===== src/rtl/vending_machine_multi.sv =====
// Multi-product vending controller: coin credit, per-item prices, vend pulse and greedy change payout.
// Optional idle-credit refund timeout is compiled in when VEND_TIMEOUT_EN is defined.
module vending_machine_multi #(
  parameter int NUM_ITEMS = 4,
  parameter int PRICE_W = 6,
  parameter logic [NUM_ITEMS*PRICE_W-1:0] ITEM_PRICES = {6'd8, 6'd6, 6'd4, 6'd3},
  parameter int CREDIT_W = 6,
  parameter int MAX_CREDIT = 15,
  parameter int TIMEOUT_CYCLES = 1000,
  localparam int SEL_W = (NUM_ITEMS > 1) ? $clog2(NUM_ITEMS) : 1
) (
  input  logic                clk,
  input  logic                rst,
  input  logic [1:0]          in,
  input  logic [SEL_W-1:0]    sel,
  input  logic                sel_valid,
  input  logic                cancel,
  output logic                out,
  output logic [SEL_W-1:0]    item,
  output logic [1:0]          change,
  output logic                coin_reject,
  output logic                deny,
  output logic [CREDIT_W-1:0] credit,
  output logic                busy
);

  // One extra bit over the widest operand so sums and compares never wrap.
  localparam int AW = ((CREDIT_W > PRICE_W) ? CREDIT_W : PRICE_W) + 1;

  generate
    if (MAX_CREDIT >= (1 << CREDIT_W)) begin : g_bad_max_credit
      $error("MAX_CREDIT must be below 2**CREDIT_W");
    end
    if (TIMEOUT_CYCLES < 1) begin : g_bad_timeout
      $error("TIMEOUT_CYCLES must be at least 1");
    end
  endgenerate

  typedef enum logic [1:0] {
    S_IDLE,
    S_CREDIT,
    S_VEND,
    S_CHANGE
  } state_t;

  state_t              state_reg;
  logic [CREDIT_W-1:0] credit_reg;
  logic                out_reg;
  logic [SEL_W-1:0]    item_reg;
  logic [1:0]          change_reg;
  logic                coin_reject_reg;
  logic                deny_reg;
  logic                busy_reg;

  logic [NUM_ITEMS-1:0] sel_hit;
  logic [PRICE_W-1:0]   price_term [NUM_ITEMS];
  logic [PRICE_W-1:0]   price_sel;
  logic                 sel_ok;
  logic [2:0]           coin_val;
  logic [AW-1:0]        credit_ext;
  logic [AW-1:0]        coin_sum;
  logic                 coin_fits;
  logic                 coin_present;
  logic                 coin_accept;
  logic                 can_buy;
  logic                 avail;
  logic [1:0]           pay_code;
  logic [2:0]           pay_amt;
  logic                 timeout_hit;
  logic                 refund_now;

  // Price lookup as a one-hot mux so an out-of-range select simply finds no match.
  for (genvar gi = 0; gi < NUM_ITEMS; gi++) begin : g_price
    assign sel_hit[gi]    = (sel == SEL_W'(gi));
    assign price_term[gi] = sel_hit[gi] ? ITEM_PRICES[gi*PRICE_W +: PRICE_W] : '0;
  end

  always_comb begin
    price_sel = '0;
    for (int i = 0; i < NUM_ITEMS; i++) begin
      price_sel = price_sel | price_term[i];
    end
  end

  assign sel_ok = |sel_hit;

  always_comb begin
    coin_val = 3'd0;
    case (in)
      2'b01:   coin_val = 3'd1;
      2'b10:   coin_val = 3'd2;
      2'b11:   coin_val = 3'd4;
      default: coin_val = 3'd0;
    endcase
  end

  assign credit_ext   = {{(AW-CREDIT_W){1'b0}}, credit_reg};
  assign coin_sum     = credit_ext + AW'(coin_val);
  assign coin_fits    = (coin_sum <= AW'(MAX_CREDIT));
  assign coin_present = (in != 2'b00);
  assign avail        = (state_reg == S_IDLE) || (state_reg == S_CREDIT);
  assign coin_accept  = coin_present && avail && !sel_valid && !cancel && coin_fits;
  assign can_buy      = sel_ok && (credit_ext >= AW'(price_sel));

  // Largest coin that does not exceed the credit still owed.
  always_comb begin
    pay_code = 2'b01;
    pay_amt  = 3'd1;
    if (credit_ext >= AW'(4)) begin
      pay_code = 2'b11;
      pay_amt  = 3'd4;
    end else if (credit_ext >= AW'(2)) begin
      pay_code = 2'b10;
      pay_amt  = 3'd2;
    end
  end

`ifdef VEND_TIMEOUT_EN
  localparam int TCW = $clog2(TIMEOUT_CYCLES + 1);
  logic [TCW-1:0] tcnt_reg;

  assign timeout_hit = (state_reg == S_CREDIT) && !cancel && !sel_valid && !coin_accept &&
                       (tcnt_reg == TCW'(TIMEOUT_CYCLES - 1));

  // Counts consecutive uneventful cycles spent holding credit.
  always_ff @(posedge clk or negedge rst) begin
    if (!rst) begin
      tcnt_reg <= '0;
    end else if ((state_reg == S_CREDIT) && !cancel && !sel_valid && !coin_accept && !timeout_hit) begin
      tcnt_reg <= tcnt_reg + TCW'(1);
    end else begin
      tcnt_reg <= '0;
    end
  end
`else
  assign timeout_hit = 1'b0;
`endif

  assign refund_now = (state_reg == S_CREDIT) && (cancel || timeout_hit);

  always_ff @(posedge clk or negedge rst) begin
    if (!rst) begin
      state_reg       <= S_IDLE;
      credit_reg      <= '0;
      out_reg         <= 1'b0;
      item_reg        <= '0;
      change_reg      <= 2'b00;
      coin_reject_reg <= 1'b0;
      deny_reg        <= 1'b0;
      busy_reg        <= 1'b0;
    end else begin
      out_reg         <= 1'b0;
      item_reg        <= '0;
      change_reg      <= 2'b00;
      deny_reg        <= 1'b0;
      coin_reject_reg <= coin_present && !coin_accept;
      case (state_reg)
        S_IDLE, S_CREDIT: begin
          if (refund_now) begin
            // The first change coin goes out on the same edge that enters CHANGE.
            state_reg  <= S_CHANGE;
            busy_reg   <= 1'b1;
            change_reg <= pay_code;
            credit_reg <= credit_reg - CREDIT_W'(pay_amt);
          end else if (sel_valid) begin
            if (can_buy) begin
              state_reg  <= S_VEND;
              busy_reg   <= 1'b1;
              credit_reg <= credit_reg - CREDIT_W'(price_sel);
              out_reg    <= 1'b1;
              item_reg   <= sel;
            end else begin
              deny_reg <= 1'b1;
            end
          end else if (coin_accept) begin
            credit_reg <= credit_reg + CREDIT_W'(coin_val);
            state_reg  <= S_CREDIT;
          end
        end
        S_VEND, S_CHANGE: begin
          if (credit_reg != '0) begin
            state_reg  <= S_CHANGE;
            busy_reg   <= 1'b1;
            change_reg <= pay_code;
            credit_reg <= credit_reg - CREDIT_W'(pay_amt);
          end else begin
            state_reg <= S_IDLE;
            busy_reg  <= 1'b0;
          end
        end
        default: begin
          state_reg <= S_IDLE;
          busy_reg  <= 1'b0;
        end
      endcase
    end
  end

  assign out         = out_reg;
  assign item        = item_reg;
  assign change      = change_reg;
  assign coin_reject = coin_reject_reg;
  assign deny        = deny_reg;
  assign credit      = credit_reg;
  assign busy        = busy_reg;

endmodule


===== config.mk =====
export PLATFORM = sky130hd
export DESIGN_NAME = vending_machine_multi
export DESIGN_NICKNAME = d
export VERILOG_FILES = /design/src/rtl/vending_machine_multi.sv
export SDC_FILE = /design/constraint.sdc
export NUM_CORES = 1
export LEC_CHECK = 0
export ABC_AREA = 1
export CAP_MARGIN = 5
export CORE_UTILIZATION = 54
export DETAILED_ROUTE_END_ITERATION = 7
export GPL_TIMING_DRIVEN = 1
export PLACE_DENSITY = 0.82
export RECOVER_POWER = 25
export SYNTH_ARGS = -nofsm -noshare
export SYNTH_HDL_FRONTEND = slang
export SYNTH_SLANG_ARGS = --single-unit

===== constraint.sdc =====
create_clock -name clk -period 2.8 [get_ports clk]
set_clock_uncertainty 0.2 [all_clocks]
set_input_delay 0.56 -clock clk [delete_from_list [all_inputs] [get_ports clk]]
set_output_delay 0.56 -clock clk [all_outputs]
set_load 0.005 [all_outputs]

# Word level (Yosys, flattened, before mapping)
# Cells that the tools add are included.
[totals]
register_bits = 16
out_inout_bits = 14
in_bits = 8
word_cells = 95
[op_classes]
n_eq_ne = 14
n_bitwise = 3
add_sub_neg = 4
n_reduce_logical = 21
mux = 41
n_lt_le_gt_ge = 4
[op_table]
columns = ["op", "n"]
rows = [
  ["2-bit 2-to-1 mux", 15],
  ["6-bit 2-to-1 mux", 5],
  ["2-bit equality test (second input constant)", 6],
  ["1-bit 2-to-1 mux", 12],
  ["6-bit one-hot mux with 2 select lines", 1],
  ["3-bit 2-to-1 mux", 3],
  ["3-bit one-hot mux with 3 select lines", 1],
  ["4-bit != test (second input constant)", 2],
  ["2-bit one-hot mux with 2 select lines", 2],
  ["6-bit by 3-bit adder with 7-bit output", 1],
  ["7-bit by 4-bit <= comparator with 1-bit output (second input constant)", 1],
  ["1-bit logical AND", 7],
  ["6-bit by 3-bit adder with 6-bit output", 1],
  ["2-bit by 1-bit equality test with 1-bit output (second input constant)", 3],
  ["6-bit by 2-bit greater-or-equal comparator with 1-bit output (second input constant)", 1],
  ["6-bit by 3-bit greater-or-equal comparator with 1-bit output (second input constant)", 1],
  ["6-bit by 4-bit greater-or-equal comparator with 1-bit output", 1],
  ["3-bit != test (second input constant)", 2],
  ["6-bit nonzero test", 1],
  ["6-bit by 3-bit subtractor with 6-bit output", 1],
  ["6-bit by 4-bit subtractor with 6-bit output", 1],
  ["2-bit logical NOT", 2],
  ["4-bit 2-to-1 mux", 1],
  ["3-bit by 4-bit OR with 4-bit output", 1],
  ["other kinds (11)", 15],
]

# Longest topological paths before layout
# Gate-level depths: netlist (run 1).
[logic_depth]
depth_word = 11
mapped_depth = 14
depth_no_buf = 14

# Worst setup path after synthesis (run 1)
# No wires, ideal clock.
[synth_path]
kind = "input -> register"
from = "input port sel[0]"
to = "register credit_reg[2] (netlist: credit[2])"
slack_ns = 0.432
required_ns = 2.526
path_stages = 14
t_arrival_ns = 2.094
setup_time_ns = 0.074
path_buffers = 0
cell_sequence = "inv_1 -> ha_1 -> ha_1 -> inv_1 -> fa_1 -> inv_1 -> nor2_1 -> nor2_1 -> nand3_2 -> nand2_4 -> inv_4 -> nand2_8 -> nand2_1 -> o21ai_2"
[synth_between]
elab_chain_len = 10
word_cells_on_any_way = 21
cone_classes = "1 x add/sub; 1 x order compare; 4 x eq/ne; 8 x mux; 3 x bitwise; 4 x reduce/logical"
[synth_rtl]
columns = ["element", "line_no", "text"]
rows = [
  ["from (decl)", "15", "input logic [SEL_W-1:0] sel,"],
  ["2-bit by 1-bit equality test with 1-bit output or 2-bit logical NOT (tied branches)", "74", "assign sel_hit[gi] = (sel == SEL_W'(gi));"],
  ["3-bit 2-to-1 mux or 2-bit 2-to-1 mux (tied branches)", "75", "assign price_term[gi] = sel_hit[gi] ? ITEM_PRICES[gi*PRICE_W +: PRICE_W] : '0;"],
  ["2-bit by 3-bit OR with 3-bit output", "81", "price_sel = price_sel | price_term[i];"],
  ["3-bit OR", "81", ""],
  ["3-bit by 4-bit OR with 4-bit output", "81", ""],
  ["6-bit by 4-bit subtractor with 6-bit output", "169", "credit_reg <= credit_reg - CREDIT_W'(price_sel);"],
  ["6-bit 2-to-1 mux", "166", "if (can_buy) begin"],
  ["6-bit 2-to-1 mux", "165", "end else if (sel_valid) begin"],
  ["6-bit 2-to-1 mux", "159", "if (refund_now) begin"],
  ["6-bit one-hot mux with 2 select lines", "157", "case (state_reg)"],
  ["to (signal assigned)", "164", "credit_reg <= credit_reg - CREDIT_W'(pay_amt);"],
  ["to (signal assigned)", "169", ""],
  ["to (signal assigned)", "176", "credit_reg <= credit_reg + CREDIT_W'(coin_val);"],
  ["to (decl)", "47", "logic [CREDIT_W-1:0] credit_reg;"],
]
# Several ways; a longest one is shown, not always the timed one. The select of a mux whose other input is x is not followed.
# A chain may end at the register's enable or synchronous reset.

# Worst setup path in the final report (run 1)
# Ends and elaborated chain as after synthesis.

==> reports/qor.yml, run 1 <==
outcome: "complete, no violations"
first_pass_iters: 4
ir_drop_mv: 1.04
fmax_mhz: 378
cts_root_buf: "clkbuf_4"
grt_max_degree: 17
worstSkewPairLatency_ns: 0.28
routedWlPerCell_um: 13.3
drive_gt1_share_pct: 17.4
num-fill-cells: 220
die_area_mm2: 0.00303
syn-num-nets: 232
synth_seq_cells: 16
worstMarginPinSlew_ns: 0.725
period_share_pct: 94.5
crit_path_frequent_cell: "inv_1"
synth_top_area_cell: "dfrtp_1"
p_leak_nw: 0.949
whs_ns: 0.292
cts_tree: "yes"
rsz0062_at_grt: "no"
cap_violations: 0
required_ns: 2.82
crit_path_start_kind: "input pin"
numCtsBuffers: 3
grt_pass1_wl_um: 5900
drc: 0
end_kind: "flip-flop"
place_congestion: 1.01
num_vias: 1472
synthTopCellsByArea: "dfrtp_1 (26%), nand2_1 (12%), ha_1 (9.9%)"
r2r_cells: 13
hold_depth: 2
cts_sinks: 16
ys_warn_count: 0
fin_nets: 266
grt_pass1_vias: 1393
syn_to_final_growth_pct: 21.3
finalSetupViolCount: 0
clockBufferDepth: 2
critPathMaxStageDelay_ns: 0.42
period_minus_slack_ns: 2.65
clk_pin_slew_worst_paths_ns: 0.09
rows: 18
hold_path.class: "flip-flop to flip-flop"
largest_register_ffs: 6
max_slew_margin_pct: 51.5
io_buffer_count: 21
ys_types: 31
n_antenna_cell: 0
maxSlewViolCount: 0
syn_inst: 209
htree_levels: 1
die_h_um: 55.1
crit_path_cell_trace: "clkdlybuf4s50_1 -> inv_1 -> ha_1 -> ha_1 -> inv_1 -> fa_1 -> inv_1 -> nor2_1 -> nor2_2 -> nand3_2 -> nand2_4 -> inv_4 -> nand2_8 -> nand2_1 -> o21ai_2"
syn_area_mm2: 0.00152
crit_path_top_delay_cell: "clkdlybuf4s50_1"
final_util_pct: 71.9
antenna_found_initial: 0
cts_setup_buffers: 0
syn_avg_cell_area_um2: 7.28
worst-path-buf-inv: 5
ys_seq_area_share_pct: 26.3
powerDensity_mw_per_mm2: 943
start_util_pct: 59.3
yosysTopAreaCellShare_pct: 26.3
grt_overflow: 0
totalWireLength_um: 3620
viasPerCell: 5.43
ant_nets: 0
hold_violations: 0
crit_type: "input pin to flip-flop"
dp_hpwl_um: 2870
ios: 22
cp_top_family: "adder cells"
crit_cells: 15
drt_iter0_markers: 41
cp.arrival_ns: 2.66
fp.dieW_um: 55.1
core_area_mm2: 0.00257
grt_usage_pct: 27.8
path_max_fanout: 8
-- what timing repair did --
action | CTS | global route
setup endpoints to repair | 0 | 4
gates resized for setup | 0 | 1
hold buffers | 0 | 0
-- cell usage after synthesis --
| library cell | n |
|---|---|
| a21oi_1 | 4 |
| o21ai_1 | 1 |
| o21bai_1 | 1 |
| inv_2 | 3 |
| nand2_2 | 4 |
| nand3_2 | 2 |
| xor2_1 | 2 |
| nor2_2 | 2 |
| a21oi_2 | 1 |
| o21ai_2 | 4 |
| inv_1 | 29 |
| o21a_1 | 2 |
| o311ai_0 | 1 |
| nor3_1 | 2 |
| nand2_8 | 1 |
| nor2_4 | 2 |
| nand4_1 | 5 |
| fa_1 | 3 |
| dfrtp_1 | 16 |
| ha_1 | 12 |
| o21ai_0 | 8 |
| buf_2 | 1 |
| nor2_1 | 20 |
| nor2_8 | 1 |
| buf_4 | 1 |
| nand3_1 | 22 |
| o22ai_1 | 1 |
| buf_6 | 3 |
| nand2_1 | 50 |
| inv_4 | 2 |
| nand2_4 | 3 |
-- cell usage in the layout (no fill, tap or decap), types with 4 or more instances in the layout --
| master | n |
|---|---|
| a21oi_1 | 4 |
| buf_4 | 13 |
| clkdlybuf4s50_1 | 20 |
| dfrtp_1 | 16 |
| ha_1 | 12 |
| inv_1 | 29 |
| nand2_1 | 50 |
| nand2_2 | 4 |
| nand3_1 | 22 |
| nand4_1 | 5 |
| nor2_1 | 19 |
| o21ai_0 | 8 |
| o21ai_2 | 4 |
-- metal layers --
layer | global-route usage (%) | part of all wire (%)
met1 | 34.3 | 41
met2 | 45.0 | 47
met3 | 7.92 | 8.5
met4 | 12.1 | 3.5
met5 | 0 | 0
-- through the flow --
step | area, um2 | setup WS, ns | TNS (ns) | power (mW) | std cells
2_1_floorplan | 1520 | 0.432 | 0 | 1.25 | 209
3_3_place_gp | 1820 | -0.0535 | -0.237 | 1.57 | 268
3_5_place_dp | 1820 | -0.189 | -1.20 | 1.60 | 268
4_1_cts | 1840 | 0.102 | 0 | 1.73 | 271
5_1_grt | 1850 | 0.0395 | 0 | 1.91 | 271
6_report | 1850 | 0.154 | 0 | 1.74 | 271
-- worst paths after layout --
path,startpoint,end,slack [ns]
worst min-delay path,state_reg[0],state_reg[0],0.29
worst max-delay path,sel[0],credit[2],0.15
worst min register to register,state_reg[0],state_reg[0],0.29
min in group asynchronous,rst,change[1],0.57
max in group asynchronous,rst,state_reg[1],1.38
worst max register to register,credit[5],credit[4],0.41
-- area by class of cell --
class                   instances  area, um2  share of cell area [%]
clock buffers                   3       22.5                    1.22
inverters                      34        133                    7.19
multi-input cells             154        945                    51.2
flip-flops and latches         16        400                    21.7
well taps                      30       37.5                    2.03
repair buffers                 34        308                    16.7
-- logic make-up (layout without fill, tap and decap cells) --
| kind of cell | Yosys count | after routing | synth area share [%] |
|---|---|---|---|
| buf+inv | 39 | 71 | 11.8 |
| xor+xnor | 2 | 2 | 1.15 |
| simple gates | 114 | 114 | 37.3 |
| flops | 16 | 16 | 26.3 |
| fa+ha+maj | 15 | 15 | 13.8 |
| compound gates | 23 | 23 | 9.62 |
-- power by group --
part	internal (mW)	switching, mW	leakage [nW]	total (mW)
clock	0.0500	0.0684	0.0138	0.118
combinational	0.519	0.670	0.753	1.19
sequential	0.301	0.130	0.182	0.432
-- worst reg2reg max path: cells and delay by family, from the launching register on --
| family | cells | cell delay [ns] |
|---|---|---|
| AND/OR/NAND/NOR | 9 | 0.81 |
| adder cells (fa/ha/maj) | 2 | 0.57 |
| flip-flops | 1 | 0.55 |
| XOR/XNOR | 1 | 0.14 |
| buffers and inverters | 1 | 0.07 |
Power figures use the tool's default switching activity.
==> run 2, diff against run 1 <==
--- a/config.mk
+++ b/config.mk
@@ -12,6 +12,7 @@
 export GPL_TIMING_DRIVEN = 1
 export PLACE_DENSITY = 0.82
 export RECOVER_POWER = 25
+export SKIP_CTS_REPAIR_TIMING = 1
 export SYNTH_ARGS = -nofsm -noshare
 export SYNTH_HDL_FRONTEND = slang
 export SYNTH_SLANG_ARGS = --single-unit
==> results of run 2 <==
The final DEF is identical to that of run 1; final timing and power are the same.
==> run 3, diff against run 2 <==
--- a/config.mk
+++ b/config.mk
@@ -8,6 +8,7 @@
 export ABC_AREA = 1
 export CAP_MARGIN = 5
 export CORE_UTILIZATION = 54
+export CTS_CLUSTER_SIZE = 28
 export DETAILED_ROUTE_END_ITERATION = 7
 export GPL_TIMING_DRIVEN = 1
 export PLACE_DENSITY = 0.82
==> results of run 3 <==
The final DEF is identical to that of run 1; final timing and power are the same.
